$ cat src/rtl/rca_seq_if.sv
// Operand and result port bundle for rca_seq.
// Handshake rule: a transfer occurs on a rising clk edge where valid and ready are both 1; valid never depends on ready.
interface rca_seq_if #(
  parameter int WIDTH = 16
);
  logic             in_valid;
  logic             in_ready;
  logic [WIDTH-1:0] a;
  logic [WIDTH-1:0] b;
  logic             cin;
  logic             sub;
  logic             out_valid;
  logic             out_ready;
  logic [WIDTH:0]   sum;
  logic             overflow;
  logic             busy;

  modport master (
    output in_valid, a, b, cin, sub, out_ready,
    input  in_ready, out_valid, sum, overflow, busy
  );

  modport slave (
    input  in_valid, a, b, cin, sub, out_ready,
    output in_ready, out_valid, sum, overflow, busy
  );
endinterface

$ cat src/rtl/rca_seq.sv
// Multi-cycle WIDTH-bit adder/subtractor that reuses one SLICE-bit ripple slice,
// least-significant slice first, with the inter-slice carry held in a register.
module rca_seq #(
  parameter int WIDTH = 16,
  parameter int SLICE = 4
) (
  input  logic       clk,
  input  logic       reset_n,
  rca_seq_if.slave   bus,
  output logic [1:0] state_o
);
  localparam int NSLICE = WIDTH / SLICE;
  localparam int KW     = (NSLICE > 1) ? $clog2(NSLICE) : 1;
  localparam int SW     = WIDTH + 1;
  localparam logic [WIDTH:0] SMASK = SW'({SLICE{1'b1}});

  localparam logic [1:0] IDLE = 2'd0;
  localparam logic [1:0] RUN  = 2'd1;
  localparam logic [1:0] DONE = 2'd2;

  logic [1:0]       state_q, state_d;
  logic [WIDTH-1:0] a_q, a_d;
  logic [WIDTH-1:0] b_q, b_d;
  logic             carry_q, carry_d;
  logic [KW-1:0]    k_q, k_d;
  logic [WIDTH:0]   sum_q, sum_d;
  logic             ovf_q, ovf_d;

  logic [31:0]      base;
  logic [SLICE-1:0] a_sl;
  logic [SLICE-1:0] b_sl;
  logic [SLICE:0]   slice_res;
  logic             last;

  // Shifting instead of a variable part-select keeps index widths clean for any SLICE.
  assign base      = 32'(k_q) * 32'(SLICE);
  assign a_sl      = SLICE'(a_q >> base);
  assign b_sl      = SLICE'(b_q >> base);
  assign slice_res = {1'b0, a_sl} + {1'b0, b_sl} + (SLICE+1)'(carry_q);
  assign last      = (k_q == KW'(NSLICE - 1));

  always_comb begin
    state_d = state_q;
    a_d     = a_q;
    b_d     = b_q;
    carry_d = carry_q;
    k_d     = k_q;
    sum_d   = sum_q;
    ovf_d   = ovf_q;
    case (state_q)
      IDLE: begin
        if (bus.in_valid) begin
          a_d     = bus.a;
          b_d     = bus.sub ? ~bus.b : bus.b;
          carry_d = bus.sub ? 1'b1 : bus.cin;
          k_d     = '0;
          sum_d   = '0;
          ovf_d   = 1'b0;
          state_d = RUN;
        end
      end
      RUN: begin
        sum_d   = (sum_q & ~(SMASK << base)) | (SW'(slice_res[SLICE-1:0]) << base);
        carry_d = slice_res[SLICE];
        k_d     = k_q + 1'b1;
        if (last) begin
          sum_d[WIDTH] = slice_res[SLICE];
          // The top slice's MSB is the result sign bit, so overflow is decided here.
          ovf_d   = (a_q[WIDTH-1] == b_q[WIDTH-1]) & (slice_res[SLICE-1] != a_q[WIDTH-1]);
          state_d = DONE;
        end
      end
      DONE: begin
        if (bus.out_ready) state_d = IDLE;
      end
      default: state_d = IDLE;
    endcase
  end

  always_ff @(posedge clk or negedge reset_n) begin
    if (!reset_n) begin
      state_q <= IDLE;
      a_q     <= '0;
      b_q     <= '0;
      carry_q <= 1'b0;
      k_q     <= '0;
      sum_q   <= '0;
      ovf_q   <= 1'b0;
    end else begin
      state_q <= state_d;
      a_q     <= a_d;
      b_q     <= b_d;
      carry_q <= carry_d;
      k_q     <= k_d;
      sum_q   <= sum_d;
      ovf_q   <= ovf_d;
    end
  end

  assign bus.in_ready  = (state_q == IDLE);
  assign bus.busy      = (state_q == RUN);
  assign bus.out_valid = (state_q == DONE);
  assign bus.sum       = sum_q;
  assign bus.overflow  = ovf_q;
  assign state_o       = state_q;
endmodule

$ cat src/flat_wrapper.sv
// flat-port wrapper written by rule: the top's interface ports become plain ports
module rca_seq_flat 
#(
  parameter int WIDTH = 16,
  parameter int SLICE = 4
)
  (clk, reset_n, state_o, bus_in_valid, bus_a, bus_b, bus_cin, bus_sub, bus_out_ready, bus_in_ready, bus_out_valid, bus_sum, bus_overflow, bus_busy);
  rca_seq_if #(.WIDTH(WIDTH)) bus_i ();
  input  logic clk;
  input  logic reset_n;
  output logic [1:0] state_o;
  input wire logic [$bits(bus_i.in_valid)-1:0] bus_in_valid;
  input wire logic [$bits(bus_i.a)-1:0] bus_a;
  input wire logic [$bits(bus_i.b)-1:0] bus_b;
  input wire logic [$bits(bus_i.cin)-1:0] bus_cin;
  input wire logic [$bits(bus_i.sub)-1:0] bus_sub;
  input wire logic [$bits(bus_i.out_ready)-1:0] bus_out_ready;
  output wire logic [$bits(bus_i.in_ready)-1:0] bus_in_ready;
  output wire logic [$bits(bus_i.out_valid)-1:0] bus_out_valid;
  output wire logic [$bits(bus_i.sum)-1:0] bus_sum;
  output wire logic [$bits(bus_i.overflow)-1:0] bus_overflow;
  output wire logic [$bits(bus_i.busy)-1:0] bus_busy;
  assign bus_i.in_valid = bus_in_valid;
  assign bus_i.a = bus_a;
  assign bus_i.b = bus_b;
  assign bus_i.cin = bus_cin;
  assign bus_i.sub = bus_sub;
  assign bus_i.out_ready = bus_out_ready;
  assign bus_in_ready = bus_i.in_ready;
  assign bus_out_valid = bus_i.out_valid;
  assign bus_sum = bus_i.sum;
  assign bus_overflow = bus_i.overflow;
  assign bus_busy = bus_i.busy;
  rca_seq #(.WIDTH(WIDTH), .SLICE(SLICE)) u_core (.clk(clk), .reset_n(reset_n), .bus(bus_i), .state_o(state_o));
endmodule
$ cat config.mk
export PLATFORM = sky130hd
export DESIGN_NAME = rca_seq_flat
export DESIGN_NICKNAME = d
export VERILOG_FILES = /design/src/rtl/rca_seq_if.sv /design/src/rtl/rca_seq.sv /design/src/flat_wrapper.sv
export SDC_FILE = /design/constraint.sdc
export NUM_CORES = 1
export LEC_CHECK = 0
export ABC_AREA = 1
export CORE_UTILIZATION = 51
export DETAILED_ROUTE_END_ITERATION = 16
export PLACE_DENSITY = 0.8
export SYNTH_ARGS = -nofsm -noshare
export SYNTH_HDL_FRONTEND = slang
export SYNTH_SLANG_ARGS = --single-unit
$ cat constraint.sdc
create_clock -name clk -period 2.7 [get_ports clk]
set_input_delay 0.81 -clock clk [delete_from_list [all_inputs] [get_ports clk]]
set_output_delay 0.81 -clock clk [all_outputs]
set_load 0.1 [all_outputs]
After elaboration in Yosys (flattened, before gate mapping). Index checks and enable logic that the tools add are counted.

Bits in latches: 0. Word-level logic and storage cells: 49. Memories kept: 0. RAM bits: 0. Bits in read-only memories: 0. Bits in registers: 55.

Mux-type cells: 16. Div/mod/pow operators: 0. Bitwise operators: 5. Multiply operators: 0. $lt $le $gt $ge: 0. Shift-type cells: 4. $add $sub $neg: 3. Reductions and logical operators: 6. Equality and inequality tests: 8.

Operators with widths (number): one-hot mux 17 bit (2 select lines) (1); right shift 16 x 4 -> 4 bit (2); AND 17 bit (1); 2-to-1 mux 17 bit (1); inverter 17 bit (1); bitwise OR 17 bit (1); left shift 4 x 4 -> 17 bit (1); left shift 4 x 4 -> 17 bit (first input constant) (1); 2-to-1 mux 16 bit (1); inverter 16 bit (1); 2-to-1 mux 2 bit (4); one-hot mux 2 bit (3 select lines) (1); AND reduction 3 bit (2); adder 4 x 4 -> 5 bit (1); adder 5 x 1 -> 5 bit (1); 2-to-1 mux 1 bit (5); equality test 2 bit (second input constant) (2); inequality test 2 bit (second input constant) (2); one-hot mux 1 bit (2 select lines) (2); one-hot mux 2 bit (2 select lines) (1); AND reduction 2 bit (2); adder 2 x 1 -> 2 bit (second input constant) (1); equality test 2 x 1 -> 1 bit (second input constant) (1); logical NOT 2 bit (1); other kinds (5) (5).

Logic depth before layout (Yosys ltp).
Word-level depth: 7. Gate-level depth with buffers: 12. Depth with buffers taken out: 11.

Least setup slack after synthesis. No wires, ideal clock.

Path type: register -> output. Start point: register u_core.state_q[1] (netlist: u_core.state_o[1]). End point: output bus_out_valid. Path slack: -0.565 ns. Data arrival time: 2.455 ns. Path buffers: 0. Cell stages (with the launch flop): 3. Required time: 1.890 ns. Cell sequence: dfrtp_1 inv_1 nor2_1.

Cells in the longest elaborated chain, start to end: 1.

RTL lines: start, declared (line rca_seq.sv:21) `logic [1:0] state_q, state_d;`; start signal, assigned (line rca_seq.sv:90) `state_q <= state_d;`; equality test 2 bit (line rca_seq.sv:102) `assign bus.out_valid = (state_q == DONE);`; end, declared (line flat_wrapper.sv:19) `output wire logic [$bits(bus_i.out_valid)-1:0] bus_out_valid;`.

Every way passes these cells.

Worst setup path in the final report.
Start point: register u_core.k_q[1]. End point: register u_core.sum_q[2] (netlist: u_core.bus.sum[2]).

Cells in the longest elaborated chain, start to end: 6. Elaborated cells between the ends (all ways): 10. Classes of those cells: add/sub (2); shift (4); mux (1); bitwise (3).

RTL lines: start, declared (line rca_seq.sv:25) `logic [KW-1:0] k_q, k_d;`; start signal, assigned (line rca_seq.sv:94) `k_q <= k_d;`; right shift 16 x 4 -> 4 bit, on equally long branches (line rca_seq.sv:37, rca_seq.sv:38); adder 4 x 4 -> 5 bit (line rca_seq.sv:39) `assign slice_res = {1'b0, a_sl} + {1'b0, b_sl} + (SLICE+1)'(carry_q);`; adder 5 x 1 -> 5 bit (line rca_seq.sv:39); left shift 4 x 4 -> 17 bit (line rca_seq.sv:63) `sum_d = (sum_q & ~(SMASK << base)) | (SW'(slice_res[SLICE-1:0]) << base);`; bitwise OR 17 bit (*) (line rca_seq.sv:63); one-hot mux 17 bit (2 select lines) (*) (line rca_seq.sv:50) `case (state_q)`; end signal, assigned (line rca_seq.sv:95) `sum_q <= sum_d;`; end, declared (line rca_seq.sv:26) `logic [WIDTH:0] sum_q, sum_d;`.

Every way passes the cells marked *; elsewhere a longest branch is shown, timed or not. A chain may end at the register's enable or synchronous reset.

==> impl_metrics.xml <==
<?xml version="1.0" encoding="UTF-8"?>
<metrics>
  <group name="place">
    <metric name="post-dp-hpwl" unit="um">4331</metric>
    <metric name="placed_cells" unit="">438</metric>
    <metric name="port_buffers" unit="">60</metric>
    <metric name="detailedPlace.worstSlack" unit="ns">0.3889</metric>
    <metric name="gpl.final_weighted_congestion" unit="">0.8694</metric>
  </group>
  <group name="detailed_routing">
    <metric name="dr.pass1.iters" unit="">4</metric>
    <metric name="vias" unit="">2263</metric>
    <metric name="antenna_left" unit="">0</metric>
    <metric name="drc_violations" unit="">0</metric>
    <metric name="wl" unit="um">5695</metric>
    <metric name="viasPerCell" unit="">5.097</metric>
    <metric name="drtIter0Drc" unit="">97</metric>
    <metric name="routedWlPerCell" unit="um">12.83</metric>
  </group>
  <group name="synthesis">
    <metric name="synth_area_leader" unit="">dfrtp_1</metric>
    <metric name="synth-xor-area-share" unit="%">5.332</metric>
    <metric name="post_synth_most_frequent_cells" unit="">nand2_1 (93), dfrtp_1 (55), o21ai_0 (34)</metric>
    <metric name="synth.ff_latch_count" unit="">55</metric>
    <metric name="postSynth.topFlopCell" unit="">dfrtp_1</metric>
    <metric name="yosysMostFrequentCell" unit="">nand2_1</metric>
    <metric name="main_combinational_cell_family_by_area_after_synthesis" unit="">simple AND/OR/NAND/NOR gates</metric>
    <metric name="seq_area_frac_synth" unit="%">49.28</metric>
    <metric name="synthesis.nets" unit="">363</metric>
    <metric name="yosysWarningCount" unit="">0</metric>
    <metric name="avgSynthCellArea" unit="um^2">8.838</metric>
    <metric name="post_synth_num_cell_types" unit="">29</metric>
    <metric name="syn_area" unit="um^2">2793</metric>
    <metric name="synth_top_cells_by_area" unit="">dfrtp_1 (49%), nand2_1 (13%), o21ai_0 (6.1%), xnor2_1 (5.0%), nand3_1 (3.4%)</metric>
    <metric name="post_synth_and_or_nand_nor_area_fraction" unit="%">21.59</metric>
    <metric name="synthesis.instances" unit="">316</metric>
    <metric name="synth.mux.area_fraction" unit="%">0</metric>
    <metric name="synth_compound_area_share" unit="%">13.26</metric>
    <metric name="yosys.area.top_type_share" unit="%">49.28</metric>
    <metric name="synthAdderAreaFrac" unit="%">4.570</metric>
    <metric name="async_s_r_ff_share_synth" unit="%">100.0</metric>
    <metric name="synth_edf_count" unit="">0</metric>
  </group>
  <group name="final_layout">
    <metric name="area_growth" unit="%">24.64</metric>
    <metric name="final_layout_size_suffix_gt1_share" unit="%">14.71</metric>
    <metric name="filler_cell_count" unit="">437</metric>
    <metric name="nets" unit="">422</metric>
    <metric name="final_cells" unit="">444</metric>
    <metric name="antennaDiodeCount" unit="">0</metric>
  </group>
  <group name="worst_setup_path">
    <metric name="ff2ff_setup_slack" unit="ns">0.35</metric>
    <metric name="critical_path.endpoint_type" unit="">flip-flop</metric>
    <metric name="worst-setup-path-type" unit="">flip-flop to flip-flop</metric>
    <metric name="critical_path_arrival" unit="ns">2.56</metric>
    <metric name="cp.required" unit="ns">2.91</metric>
    <metric name="crit_path_start_kind" unit="">flip-flop</metric>
    <metric name="worstPathMaxFanout" unit="">12</metric>
  </group>
  <group name="clock_network">
    <metric name="hold_buffers" unit="">0</metric>
    <metric name="htree_num_levels" unit="">2</metric>
    <metric name="clk_pin_slew_worst_paths" unit="ns">0.09</metric>
    <metric name="ctsRootBufferMaster" unit="">clkbuf_8</metric>
    <metric name="post_cts_buffers" unit="">0</metric>
    <metric name="clock_insertion_delay_worst_skew" unit="ns">0.30</metric>
    <metric name="clkSinkCount" unit="">55</metric>
    <metric name="cts_tree" unit="">done</metric>
    <metric name="cts_inserted_buffers" unit="">5</metric>
    <metric name="maximum_root_to_sink_buffer_count" unit="">2</metric>
    <metric name="postCtsResizedCells" unit="">0</metric>
  </group>
  <group name="sta">
    <metric name="rsz_0062_raised_after_global_routing" unit="">no</metric>
    <metric name="tightest_slew" unit="ns">0.6679</metric>
    <metric name="setup_viol_count_final" unit="">0</metric>
    <metric name="setup_slack" unit="ns">0.3525</metric>
    <metric name="timing.slew.headroom" unit="%">55.47</metric>
    <metric name="fin_setup_tns" unit="ns">0</metric>
    <metric name="achievable-frequency" unit="MHz">426.0</metric>
    <metric name="skew" unit="ns">0.006581</metric>
    <metric name="slew_viol_final" unit="">0</metric>
    <metric name="layout_min_cycle_time" unit="ns">2.348</metric>
    <metric name="timing.final.crit_share" unit="%">86.94</metric>
    <metric name="hold_viol" unit="">0</metric>
  </group>
  <group name="run">
    <metric name="max_cap_violations" unit="">0</metric>
  </group>
  <group name="status">
    <metric name="outcome" unit="">finished clean</metric>
  </group>
  <group name="floorplanning">
    <metric name="num_io_pins" unit="">61</metric>
    <metric name="std_cell_rows" unit="">26</metric>
    <metric name="floorplan.die.width" unit="um">76</metric>
    <metric name="initial_core_util" unit="%">53.65</metric>
    <metric name="core_area" unit="um^2">5205</metric>
    <metric name="chip_height" unit="um">76</metric>
    <metric name="die-area" unit="um^2">5776</metric>
  </group>
  <group name="grt">
    <metric name="grt_antenna_before_repair" unit="">0</metric>
    <metric name="grt.total_usage" unit="%">21.38</metric>
    <metric name="grt_start_max_net_pins" unit="">43</metric>
    <metric name="grt_pass1_wl" unit="um">9853</metric>
    <metric name="via_count_of_the_first_global_routing_pass" unit="">2157</metric>
    <metric name="globalRouteOverflowTotal" unit="">0</metric>
  </group>
  <group name="min_path">
    <metric name="hp-class" unit="">flip-flop to flip-flop</metric>
  </group>
</metrics>
state kept, by name, summed over array words and instances, names as in the netlist:
signal	flops
u_core.carry_q	1
u_core.k_q	2
u_core.a_q	16
u_core.state_o	2
u_core.b_q	16
u_core.bus.overflow	1
u_core.bus.sum	17
critical path, cell delays in order (launching register included):
cell and delay [ns]:
dfrtp_1 0.44, inv_1 0.21, o21ai_0 0.14, o22ai_1 0.12
fa_1 0.45, fa_1 0.41, xor2_1 0.21, nand2_1 0.09
o21ai_0 0.19
final timing paths:
check | start | to | cells after the start
min reg2reg | u_core.bus.overflow | u_core.bus.overflow | 2
min in group asynchronous | reset_n | u_core.bus.sum[12] | 1
max in group asynchronous | reset_n | u_core.a_q[9] | 2
min | u_core.bus.overflow | u_core.bus.overflow | 2
max reg2reg | u_core.k_q[1] | u_core.bus.sum[2] | 8
max | u_core.k_q[1] | u_core.bus.sum[2] | 8
layer usage:
metal	global-route usage, %	wire (um)	vias up
met5	0	0	-
li1	-	-	1146
met3	4.192	232	9
met2	36.73	2853	56
met4	5.769	86	0
met1	27.72	2522	1052
cell type report:
class	instances	area (um^2)	share of cell area (%)
Timing Repair Buffer	67	628.1	18.04
Tap cell	70	87.58	2.516
Multi-Input combinational cell	233	1257	36.13
Sequential cell	55	1376	39.54
Clock buffer	6	72.57	2.085
Inverter	13	58.81	1.689
per-stage QoR:
stage,hold WS [ns],area [um^2],utilization (%)
6_report,0.4875,3481,66.88
5_1_grt,0.5122,3481,66.88
4_1_cts,0.4895,3481,66.88
3_5_place_dp,0.4675,3408,65.48
3_3_place_gp,0.4631,3408,65.48
2_1_floorplan,0.4436,2800,-
cell families (layout without fill, tap and decap cells):
group           count (synthesis)  in the layout
fa+ha+maj                       9              9
buf+inv                        28             86
compound gates                 64             64
xor+xnor                       17             17
flops                          55             55
simple gates                  143            143
layout by cell type (no fill, tap or decap):
cell type,netlist,routed
nand3_1,19,19
fa_1,2,2
clkdlybuf4s50_1,0,36
buf_12,0,3
nor2_1,24,23
nand2_1,93,93
o21ai_0,34,34
nor2_4,2,3
inv_1,9,9
o22ai_1,8,8
ha_1,7,7
buf_2,1,1
o21bai_1,1,1
clkbuf_8,0,5
clkbuf_1,5,1
inv_2,2,2
buf_4,4,27
nand2_2,2,2
a21oi_1,2,2
o21ai_1,11,11
xor2_1,1,1
xnor2_1,16,16
a2bb2oi_2,1,1
inv_6,2,2
dfrtp_1,55,55
nand2_4,3,3
o21ai_2,5,5
o31ai_1,1,1
o21bai_2,1,1
Power is not shown: default switching activity piles up to over one toggle a cycle in this logic, so the estimate is an artifact.
